===== config.mk =====
export PLATFORM = sky130hd
export DESIGN_NAME = secure_frame_scheduler_flat
export DESIGN_NICKNAME = d
export VERILOG_FILES = /design/src/rtl/secure_frame_scheduler_pkg.sv /design/src/rtl/secure_frame_scheduler_if.sv /design/src/rtl/secure_frame_scheduler_slot.sv /design/src/rtl/secure_frame_scheduler.sv /design/src/flat_wrapper.sv
export SDC_FILE = /design/constraint.sdc
export NUM_CORES = 1
export LEC_CHECK = 0
export CAP_MARGIN = 20
export CORE_ASPECT_RATIO = 0.75
export CORE_MARGIN = 5
export CORE_UTILIZATION = 60
export CTS_CLUSTER_DIAMETER = 30
export DETAILED_ROUTE_END_ITERATION = 8
export PLACE_DENSITY = 0.91
export RECOVER_POWER = 50
export SYNTH_ARGS = -nofsm -noshare
export SYNTH_HDL_FRONTEND = slang
export SYNTH_HIERARCHICAL = 1
export SYNTH_SLANG_ARGS = --single-unit
export TNS_END_PERCENT = 5

===== constraint.sdc =====
create_clock -name clk -period 6 [get_ports clk]
set_input_delay 0.6 -clock clk [delete_from_list [all_inputs] [get_ports clk]]
set_output_delay 0.6 -clock clk [all_outputs]
set_load 0.05 [all_outputs]

===== src/rtl/secure_frame_scheduler_pkg.sv =====
// Shared types and constants for the secure UART frame scheduler.
// Frames are SYNC, SEQ, CIPHER, CHECKSUM, PARITY.
package secure_link_pkg;

  typedef enum logic [1:0] {
    S_IDLE,
    S_ISSUE,
    S_ACK,
    S_DRAIN
  } sfs_state_e;

  localparam int unsigned FRAME_LEN = 5;

  localparam logic [2:0] IDX_SYNC   = 3'd0;
  localparam logic [2:0] IDX_SEQ    = 3'd1;
  localparam logic [2:0] IDX_CIPHER = 3'd2;
  localparam logic [2:0] IDX_CSUM   = 3'd3;
  localparam logic [2:0] IDX_PAR    = 3'd4;

  localparam logic [7:0] DEF_SYNC_BYTE = 8'hAA;

  function automatic logic [7:0] frame_byte(
    input logic [2:0] idx,
    input logic [7:0] sync,
    input logic [7:0] sq,
    input logic [7:0] cip,
    input logic [7:0] chk
  );
    logic [7:0] b;
    b = sync;
    unique case (idx)
      IDX_SYNC:   b = sync;
      IDX_SEQ:    b = sq;
      IDX_CIPHER: b = cip;
      IDX_CSUM:   b = chk;
      IDX_PAR:    b = sq ^ cip ^ chk;
      default:    b = sync;
    endcase
    return b;
  endfunction

endpackage


===== src/rtl/secure_frame_scheduler_if.sv =====
// Sample input, UART handshake and status bundle
// of the secure frame scheduler.
interface secure_frame_scheduler_if;
  import secure_link_pkg::*;

  logic       in_valid;
  logic       in_ready;
  logic [7:0] cipher;
  logic [7:0] checksum;
  logic [7:0] tx_data;
  logic       tx_start;
  logic       tx_busy;
  logic       frame_done;
  logic [7:0] seq;
  logic [7:0] drop_cnt;
  logic [7:0] retry_cnt;

  modport slave (
    input  in_valid, cipher, checksum, tx_busy,
    output in_ready, tx_data, tx_start,
    output frame_done, seq, drop_cnt, retry_cnt
  );

  modport master (
    output in_valid, cipher, checksum, tx_busy,
    input  in_ready, tx_data, tx_start,
    input  frame_done, seq, drop_cnt, retry_cnt
  );

endinterface


===== src/rtl/secure_frame_scheduler_slot.sv =====
// Single-entry sample holding slot with overflow
// drop counting.
module sample_hold_slot
  import secure_link_pkg::*;
(
  input  logic       clk,
  input  logic       rst_n,
  input  logic       in_valid_i,
  input  logic [7:0] cipher_i,
  input  logic [7:0] checksum_i,
  input  logic       load_i,
  output logic       in_ready_o,
  output logic       hold_valid_o,
  output logic [7:0] cipher_o,
  output logic [7:0] checksum_o,
  output logic [7:0] drop_cnt_o
);

  logic       hold_q, hold_d;
  logic [7:0] cip_q, cip_d;
  logic [7:0] chk_q, chk_d;
  logic [7:0] drop_q, drop_d;
  logic       accept;
  logic       drop;

  // Emptying the slot this cycle frees it for a same-cycle arrival.
  assign in_ready_o = !hold_q | load_i;
  assign accept = in_valid_i & in_ready_o;
  assign drop   = in_valid_i & !in_ready_o;

  always_comb begin
    hold_d = hold_q;
    cip_d  = cip_q;
    chk_d  = chk_q;
    drop_d = drop_q;
    if (load_i) hold_d = 1'b0;
    if (accept) begin
      hold_d = 1'b1;
      cip_d  = cipher_i;
      chk_d  = checksum_i;
    end
    if (drop && drop_q != 8'hFF)
      drop_d = drop_q + 8'd1;
  end

  always_ff @(posedge clk or negedge rst_n) begin
    if (!rst_n) begin
      hold_q <= 1'b0;
      cip_q  <= '0;
      chk_q  <= '0;
      drop_q <= '0;
    end else begin
      hold_q <= hold_d;
      cip_q  <= cip_d;
      chk_q  <= chk_d;
      drop_q <= drop_d;
    end
  end

  assign hold_valid_o = hold_q;
  assign cipher_o     = cip_q;
  assign checksum_o   = chk_q;
  assign drop_cnt_o   = drop_q;

endmodule


===== src/rtl/secure_frame_scheduler.sv =====
// Frames held samples into 5-byte UART frames with
// start/busy handshake, busy timeout and retry.
module secure_frame_scheduler
  import secure_link_pkg::*;
#(
  parameter logic [7:0]  SYNC_BYTE = DEF_SYNC_BYTE,
  parameter int unsigned BUSY_WAIT = 16
) (
  input logic clk,
  input logic rst_n,
  secure_frame_scheduler_if.slave bus
);

  localparam logic [15:0] TMAX = 16'(BUSY_WAIT - 1);

  sfs_state_e state_q, state_d;
  logic [2:0]  idx_q, idx_d;
  logic [15:0] timer_q, timer_d;
  logic [7:0]  fseq_q, fseq_d;
  logic [7:0]  fcip_q, fcip_d;
  logic [7:0]  fchk_q, fchk_d;
  logic [7:0]  txd_q, txd_d;
  logic [7:0]  seq_q, seq_d;
  logic [7:0]  retry_q, retry_d;
  logic        tx_start;
  logic        frame_done;
  logic        load;
  logic        hold_valid;
  logic [7:0]  hold_cip;
  logic [7:0]  hold_chk;
  logic [7:0]  drop_cnt;
  logic        in_ready;
  logic [2:0]  idx_nx;

  assign load   = (state_q == S_IDLE) & hold_valid;
  assign idx_nx = idx_q + 3'd1;

  sample_hold_slot u_slot (
    .clk          (clk),
    .rst_n        (rst_n),
    .in_valid_i   (bus.in_valid),
    .cipher_i     (bus.cipher),
    .checksum_i   (bus.checksum),
    .load_i       (load),
    .in_ready_o   (in_ready),
    .hold_valid_o (hold_valid),
    .cipher_o     (hold_cip),
    .checksum_o   (hold_chk),
    .drop_cnt_o   (drop_cnt)
  );

  always_comb begin
    state_d    = state_q;
    idx_d      = idx_q;
    timer_d    = timer_q;
    fseq_d     = fseq_q;
    fcip_d     = fcip_q;
    fchk_d     = fchk_q;
    txd_d      = txd_q;
    seq_d      = seq_q;
    retry_d    = retry_q;
    tx_start   = 1'b0;
    frame_done = 1'b0;
    unique case (state_q)
      S_IDLE: begin
        if (load) begin
          state_d = S_ISSUE;
          idx_d   = IDX_SYNC;
          fseq_d  = seq_q;
          fcip_d  = hold_cip;
          fchk_d  = hold_chk;
          txd_d   = SYNC_BYTE;
        end
      end
      S_ISSUE: begin
        if (!bus.tx_busy) begin
          tx_start = 1'b1;
          state_d  = S_ACK;
          timer_d  = '0;
        end
      end
      S_ACK: begin
        if (bus.tx_busy) begin
          state_d = S_DRAIN;
        end else if (timer_q + 16'd1 == TMAX) begin
          state_d = S_ISSUE;
          if (retry_q != 8'hFF)
            retry_d = retry_q + 8'd1;
        end else begin
          timer_d = timer_q + 16'd1;
        end
      end
      S_DRAIN: begin
        if (!bus.tx_busy) begin
          if (idx_q == IDX_PAR) begin
            frame_done = 1'b1;
            seq_d      = seq_q + 8'd1;
            state_d    = S_IDLE;
          end else begin
            idx_d   = idx_nx;
            txd_d   = frame_byte(idx_nx, SYNC_BYTE,
                                 fseq_q, fcip_q, fchk_q);
            state_d = S_ISSUE;
          end
        end
      end
      default: state_d = S_IDLE;
    endcase
  end

  always_ff @(posedge clk or negedge rst_n) begin
    if (!rst_n) begin
      state_q <= S_IDLE;
      idx_q   <= '0;
      timer_q <= '0;
      fseq_q  <= '0;
      fcip_q  <= '0;
      fchk_q  <= '0;
      txd_q   <= '0;
      seq_q   <= '0;
      retry_q <= '0;
    end else begin
      state_q <= state_d;
      idx_q   <= idx_d;
      timer_q <= timer_d;
      fseq_q  <= fseq_d;
      fcip_q  <= fcip_d;
      fchk_q  <= fchk_d;
      txd_q   <= txd_d;
      seq_q   <= seq_d;
      retry_q <= retry_d;
    end
  end

  assign bus.in_ready   = in_ready;
  assign bus.tx_data    = txd_q;
  assign bus.tx_start   = tx_start;
  assign bus.frame_done = frame_done;
  assign bus.seq        = seq_q;
  assign bus.drop_cnt   = drop_cnt;
  assign bus.retry_cnt  = retry_q;

endmodule


===== src/flat_wrapper.sv =====
// flat-port wrapper written by rule: the top's interface ports become plain ports
module secure_frame_scheduler_flat import secure_link_pkg::*;
#(
  parameter logic [7:0]  SYNC_BYTE = DEF_SYNC_BYTE,
  parameter int unsigned BUSY_WAIT = 16
)
  (clk, rst_n, bus_in_valid, bus_cipher, bus_checksum, bus_tx_busy, bus_in_ready, bus_tx_data, bus_tx_start, bus_frame_done, bus_seq, bus_drop_cnt, bus_retry_cnt);
  secure_frame_scheduler_if bus_i ();
  input logic clk;
  input logic rst_n;
  input wire logic [$bits(bus_i.in_valid)-1:0] bus_in_valid;
  input wire logic [$bits(bus_i.cipher)-1:0] bus_cipher;
  input wire logic [$bits(bus_i.checksum)-1:0] bus_checksum;
  input wire logic [$bits(bus_i.tx_busy)-1:0] bus_tx_busy;
  output wire logic [$bits(bus_i.in_ready)-1:0] bus_in_ready;
  output wire logic [$bits(bus_i.tx_data)-1:0] bus_tx_data;
  output wire logic [$bits(bus_i.tx_start)-1:0] bus_tx_start;
  output wire logic [$bits(bus_i.frame_done)-1:0] bus_frame_done;
  output wire logic [$bits(bus_i.seq)-1:0] bus_seq;
  output wire logic [$bits(bus_i.drop_cnt)-1:0] bus_drop_cnt;
  output wire logic [$bits(bus_i.retry_cnt)-1:0] bus_retry_cnt;
  assign bus_i.in_valid = bus_in_valid;
  assign bus_i.cipher = bus_cipher;
  assign bus_i.checksum = bus_checksum;
  assign bus_i.tx_busy = bus_tx_busy;
  assign bus_in_ready = bus_i.in_ready;
  assign bus_tx_data = bus_i.tx_data;
  assign bus_tx_start = bus_i.tx_start;
  assign bus_frame_done = bus_i.frame_done;
  assign bus_seq = bus_i.seq;
  assign bus_drop_cnt = bus_i.drop_cnt;
  assign bus_retry_cnt = bus_i.retry_cnt;
  secure_frame_scheduler #(.SYNC_BYTE(SYNC_BYTE), .BUSY_WAIT(BUSY_WAIT)) u_core (.clk(clk), .rst_n(rst_n), .bus(bus_i));
endmodule

==> impl_results.md, run 1 <==
* Initial antenna violation count at 0
* Rows at 28
* FFs w/ async S/R, synth at 1.00
* Die area at 10300 µm²
* TritonCTS buffer count at 9
* Initial DRT Pass Iterations at 5
* Congestion Overflow GR at 0
* # diodes at 0
* Hold_buf cts at 0
* Worst path arrival time at 3.45 ns
* Top FF cell, synth: dfrtp_1
* RSZ-0062 raised after global routing: no
* CP peak stage delay at 0.86 ns
* P&R area growth vs syn at 14.6%
* Leading area contributor after synthesis: dfrtp_1
* Vias in the first global route at 4103
* Layout Nets at 601
* Pin count of the biggest net entering global routing at 56
* Worst-path clk slew at 0.10 ns
* Leakage Power at 0.00258 µW
* Die span in x at 115 µm
* Area of the multi-input gates at 2430 µm²
* Post-synth top area share at 0.470
* Slew headroom at -0.426
* CP max FO at 27
* Cell total after placement at 665
* ANT nets after route at 0
* Mean routed wirelength per cell at 17.9 µm
* DR vias/cell at 6.18
* Syn Nets at 562
* Highest Signal Layer: met4
* Htree depth at 3
* Final WL at 12200 µm
* Hold Crit Depth at 2
* Clk_lat worst skew at 0.37 ns
* Resized cells post-CTS at 0
* Setup Fix Bufs, Post-CTS at 0
* WP data required at 5.40 ns
* Non-filler cells, final at 681
* Yosys Warn Count at 6
* Worst R2R Path Depth at 7
* CP max stage cell: dfrtp_1
* Status: complete, but fails checks
* Root buf cell: clkbuf_8
* Initial DRC count at 390
* Most numerous cell in the Yosys netlist: nand2_1
* Seq. cell area at 2350 µm²
* Post-Syn Area at 5000 µm²
* Hold Startpoint: u_core/u_slot/checksum_o[6]
* CTS Sinks at 94
* Failing checks: capacitance limit, slew limit
* Post-synth EDFFs at 0
* Metal1 wirelength at 5340 µm
* VDD IR max at 0.402 mV
* Crit-path cells: nor2_1, nand2_1, clkinv_1, nor2b_4, inv_4, clkdlybuf4s50_1
* R2R setup slack at 2.68 ns
* Top post-synthesis cells by area: dfrtp_1 47%, nand2_1 7.7%, o21ai_0 5.1%, mux2_2 3.4%, ha_1 2.5%
* Synth Instances at 532
* Setup TNS at 0 ns
* List of most frequent post-synthesis cells: 103 x nand2_1, 94 x dfrtp_1, 51 x o21ai_0
* Share of cells above drive strength 1 at 0.0955
* Yosys cell types at 65
* Gp weighted congestion at 0.945
* Area of the core at 8020 µm²
* Overall global routing resource usage at 0.253
* Met3 wire length at 1040 µm
* PwrDens at 431 nW/µm²
* Post-synthesis area per instance at 9.40 µm²
* Min Tclk post-route at 4.05 ns
* Final setup fails at 0
* HP Class: reg -> reg
* Worst setup SP type: register
* Worst-margin pin slew at 2.14 ns
* Placed wire-length estimate at 8530 µm
* Crit path kind: reg -> out
* Tcrit/Tclk final at 0.674
* Drc violations at 0
* Port Buffers at 54
* Worst Hold End: u_core/fchk_q[6]
* Critical path endpoint category: primary output
* Seq/Total Area, Yosys at 0.470
* Reg2reg start: u_core/state_q[0]
* R2R Path End: u_core/u_slot/drop_cnt_o[4]
* Yosys reg bits at 94
* CTS Buffer Depth at 2
* Fin. Hold Viols at 0
* Starting Density at 0.623
* Max Clock Skew at 0.0110 ns
* Final Max Tran Viols at 41
* Max Fclk at 0.247 GHz
* Via count at 4211
* Fill count at 555
* Top Ports at 55
* Max-Cap Viols at 1
* CTS tree: done
* Height of the die at 89.1 µm
* First-pass GRT wire length at 20400 µm
* Met2 wire len at 5610 µm
critical path: cells and delay by family, from the launching register on:
family | cells | cell delay (ns)
buffers and inverters | 3 | 1.08
and+or+nand+nor | 3 | 1.14
DFF | 1 | 0.86
power breakdown:
part	total, µW	switching [µW]	leakage (µW)	internal (µW)
logic	1010	643	0.00127	364
clock network	414	250	0.000101	164
registers	1050	225	0.00120	825
total	2470	1120	0.00258	1350
layout make-up:
type	instances	area share
well taps	105	0.0229
clock buffers	9	0.0216
clock inverters	7	0.0129
inverters	15	0.0103
multi-input cells	394	0.425
flip-flops and latches	94	0.411
repair buffers	57	0.0972
how the worst max path moves through the flow:
stage,start,endpoint,slack [ns],cells after the start
2_1_floorplan,u_core/idx_q[0],u_core/bus.seq[7],2.98,8
3_3_place_gp,bus_tx_busy,bus_frame_done,2.35,4
3_5_place_dp,bus_tx_busy,bus_frame_done,2.24,4
4_1_cts,u_core/state_q[0],bus_in_ready,2.01,6
5_1_grt,u_core/state_q[0],bus_in_ready,1.69,6
6_report,u_core/state_q[0],bus_in_ready,1.95,6
flip-flops by register name (all words and copies together), names as in the netlist:
name,count
u_core/u_slot/checksum_o,8
u_core/fcip_q,8
u_core/u_slot/hold_valid_o,1
u_core/u_slot/cipher_o,8
u_core/fchk_q,8
u_core/fseq_q,8
u_core/bus.retry_cnt,8
u_core/idx_q,3
u_core/u_slot/drop_cnt_o,8
u_core/bus.seq,8
u_core/state_q,2
u_core/timer_q,16
u_core/bus.tx_data,8
per-stage QoR:
stage / cell area [µm²] / util / setup slack (ns) / total power (µW) / hold WS, ns
3_3_place_gp: 5540 / 0.690 / 2.35 / 1990 / 0.447
3_5_place_dp: 5540 / 0.690 / 2.24 / 2050 / 0.454
4_1_cts: 5730 / 0.715 / 2.01 / 2470 / 0.207
6_report: 5730 / 0.714 / 1.95 / 2470 / 0.471
5_1_grt: 5730 / 0.714 / 1.69 / 2620 / 0.493
2_1_floorplan: 5000 / - / 2.98 / 1740 / 0.304
routing by layer:
| layer | up-vias | global-route usage |
|---|---|---|
| met5 | - | 0 |
| met4 | 0 | 0.0832 |
| met3 | 24 | 0.0629 |
| met2 | 222 | 0.394 |
| met1 | 2031 | 0.353 |
| li1 | 1934 | - |
cells in the final DEF, fill, tap and decap left out, types with 8 or more instances in the layout:
cell type and instances:
a21oi_1 16, a31oi_1 9, and3_1 10, clkbuf_8 9, clkdlybuf4s50_1 41, dfrtp_1 94, dlygate4sd3_1 12, ha_1 10
inv_1 13, mux2_2 15, nand2_1 103, nand2b_1 10, nand3_1 16, nand4_1 8, nor2_1 29, nor3_1 20
o21ai_0 51, xnor2_1 14, xor2_1 13
logic make-up (layout without fill, tap and decap cells):
family | Yosys count | in the layout | share of synthesized area
AOI/OAI and AO/OA | 105 | 105 | 0.131
xor gates and xnor gates | 27 | 27 | 0.0473
DFF | 94 | 94 | 0.470
and+or+nand+nor | 226 | 226 | 0.224
muxes | 26 | 26 | 0.0583
adders and majority gates | 10 | 10 | 0.0250
buffers and inverters | 44 | 88 | 0.0433
(Power assumes the default switching activity.)
==> run 2, diff against run 1 <==
CORE_UTILIZATION = 51   (was 60)
PLACE_DENSITY = 0.83   (was 0.91)
clock period = 3.61 ns   (was 6 ns; I/O delays follow)
==> impl_results.md, run 2 (synthesis results as in run 1) <==
* Initial antenna violation count at 0 (unchanged)
* Vias in the first global route at 4020 (-2.0%)
* Height of the die at 95.8 µm (+7.5%)
* Max Fclk at 0.322 GHz
* Cell total after placement at 696 (+4.7%)
* Starting Density at 0.520 (-0.103)
* Setup Fix Bufs, Post-CTS at 0 (unchanged)
* GR Layer Usage met2 at 0.314 (-0.0806)
* Slew headroom at 0.242 (+0.668)
* Critical path endpoint category: register
* CP peak stage delay at 0.61 ns (-0.25 ns)
* PwrDens at 748 nW/µm² (+73%)
* Overall global routing resource usage at 0.203 (-0.0503)
* Final setup fails at 0 (unchanged)
* Rows at 31 (+11%)
* Crit path kind: reg -> reg
* Placed wire-length estimate at 8010 µm (-6.1%)
* R2R setup slack at 0.50 ns (-2.18 ns)
* VDD IR max at 0.803 mV (+100%)
* TritonCTS buffer count at 9 (unchanged)
* Leakage Power at 0.00262 µW (+1.8%)
* Crit path from: u_core/timer_q[1]
* Max Clock Skew at 0.0123 ns (+0.00127 ns)
* Layout Nets at 607 (+1.0%)
* Min Tclk post-route at 3.11 ns
* CTS Buffer Depth at 2 (unchanged)
* ANT nets after route at 0 (unchanged)
* Top Ports at 55 (unchanged)
* Clk_lat worst skew at 0.34 ns (-0.03 ns)
* CP max stage cell: or4_1
* Fill count at 784 (+41%)
* Most common cell after layout, fill and taps aside: nand2_1
* Met1 usage at 0.289 (-0.0640)
* Via count at 4092 (-2.8%)
* CTS tree: done
* Max-Cap Viols at 0 (-1)
* Resized cells post-CTS at 0 (unchanged)
* Worst path arrival time at 3.34 ns (-0.11 ns)
* Non-filler cells, final at 714 (+4.8%)
* Final Max Tran Viols at 0 (-100%)
* Die span in x at 124 µm (+7.7%)
* First-pass GRT wire length at 19700 µm (-3.5%)
* WP data required at 3.84 ns (-1.56 ns)
* Met3 Use GR at 0.0549 (-0.00801)
* Max reg flops at 16 (unchanged)
* Crit-path cells: ha_1, nand4_2, or4_1, mux2i_1, a2111oi_2, and3_1, nand2_4, mux2_4
* Area of the core at 9620 µm² (+20%)
* Gr busiest metal: met2
* Setup TNS at 0 ns (unchanged)
* Largest register by flop count: u_core/timer_q
* P&R area growth vs syn at 18.5%
* Reg2reg start: u_core/timer_q[1]
* Pin count of the biggest net entering global routing at 89 (+59%)
* Port Buffers at 54 (unchanged)
* Worst-margin pin slew at 1.14 ns (-1.00 ns)
* Final WL at 11800 µm (-2.8%)
* Fin. Hold Viols at 0 (unchanged)
* Initial DRC count at 333 (-15%)
* Worst R2R Path Depth at 8 (+1)
* RSZ-0062 raised after global routing: no
* Mean routed wirelength per cell at 16.5 µm (-7.3%)
* Hold Crit Depth at 2 (unchanged)
* R2R Path End: u_core/bus.retry_cnt[1]
* Congestion Overflow GR at 0 (unchanged)
* Share of cells above drive strength 1 at 0.101 (+0.00589)
* Commonest non-fill, non-tap cells in the layout: 103 x nand2_1, 94 x dfrtp_1, 51 x clkdlybuf4s50_1, 51 x o21ai_0, 29 x nor2_1
* Root buf cell: clkbuf_16
* Tcrit/Tclk final at 0.861
* Drc violations at 0 (unchanged)
* Htree depth at 3 (unchanged)
* # diodes at 0 (unchanged)
* Die area at 11900 µm² (+16%)
* Initial DRT Pass Iterations at 5 (unchanged)
* Worst-path clk slew at 0.07 ns (-0.03 ns)
* Gp weighted congestion at 0.906 (-4.2%)
* Critical Path Sink: u_core/bus.retry_cnt[1]
* CP max FO at 8 (-70%)
* HP Class: reg -> reg
* Status: complete, no violations
* Worst setup SP type: register
* CTS Sinks at 94 (unchanged)
* DR vias/cell at 5.73 (-7.3%)
[run 2: what timing repair did]
item,CTS,global route
setup endpoints to repair,0,0
hold endpoints to repair,0,15
hold buffers,0,1
[run 2: worst min path at each step]
stage,from,to
2_1_floorplan,rst_n,u_core/bus.retry_cnt[0]
3_3_place_gp,u_core/u_slot/checksum_o[7],u_core/fchk_q[7]
3_5_place_dp,u_core/u_slot/checksum_o[0],u_core/fchk_q[0]
4_1_cts,rst_n,u_core/bus.retry_cnt[0]
5_1_grt,u_core/u_slot/cipher_o[0],u_core/fcip_q[0]
6_report,u_core/u_slot/checksum_o[6],u_core/fchk_q[6]
[run 2: cell type report]
cell class	instances	area, µm²	share of cell area
Timing Repair Buffer	63	612	0.103
Clock inverter	7	90.1	0.0152
Inverter	15	57.6	0.00971
Clock buffer	9	225	0.0380
Multi-Input combinational cell	394	2420	0.409
Sequential cell	94	2350	0.397
Tap cell	132	165	0.0279
[run 2: report_power, final]
part	switching, µW	leakage (µW)	internal [µW]
Sequential	369	0.00120	1370
Combinational	1080	0.00127	626
Clock	435	0.000147	553
[run 2: per-layer routing]
layer	routed length, µm	vias to the layer above
met5	0	-
met4	128	0
met3	1010	13
met2	5190	167
met1	5500	1967
li1	-	1945
[run 2: worst max-delay path, delay by kind of cell, from the launching register on]
| family | cells | cell delay, ns |
|---|---|---|
| adder cells (fa/ha/maj) | 1 | 0.35 |
| multiplexers | 2 | 0.48 |
| flip-flops | 1 | 0.48 |
| AND/OR/NAND/NOR | 4 | 1.30 |
| AO/OA/AOI/OAI | 1 | 0.38 |
[run 2: through the flow]
step           worst slack, ns  power (µW)  area (µm²)  hold slack [ns]   util
2_1_floorplan            0.585        2890        5000           0.0654      -
3_3_place_gp             0.649        3340        5590            0.447  0.582
3_5_place_dp             0.546        3430        5590            0.455  0.582
4_1_cts                  0.542        4440        5910            0.265  0.614
5_1_grt                  0.337        4690        5930            0.499  0.616
6_report                 0.502        4430        5930            0.470  0.616
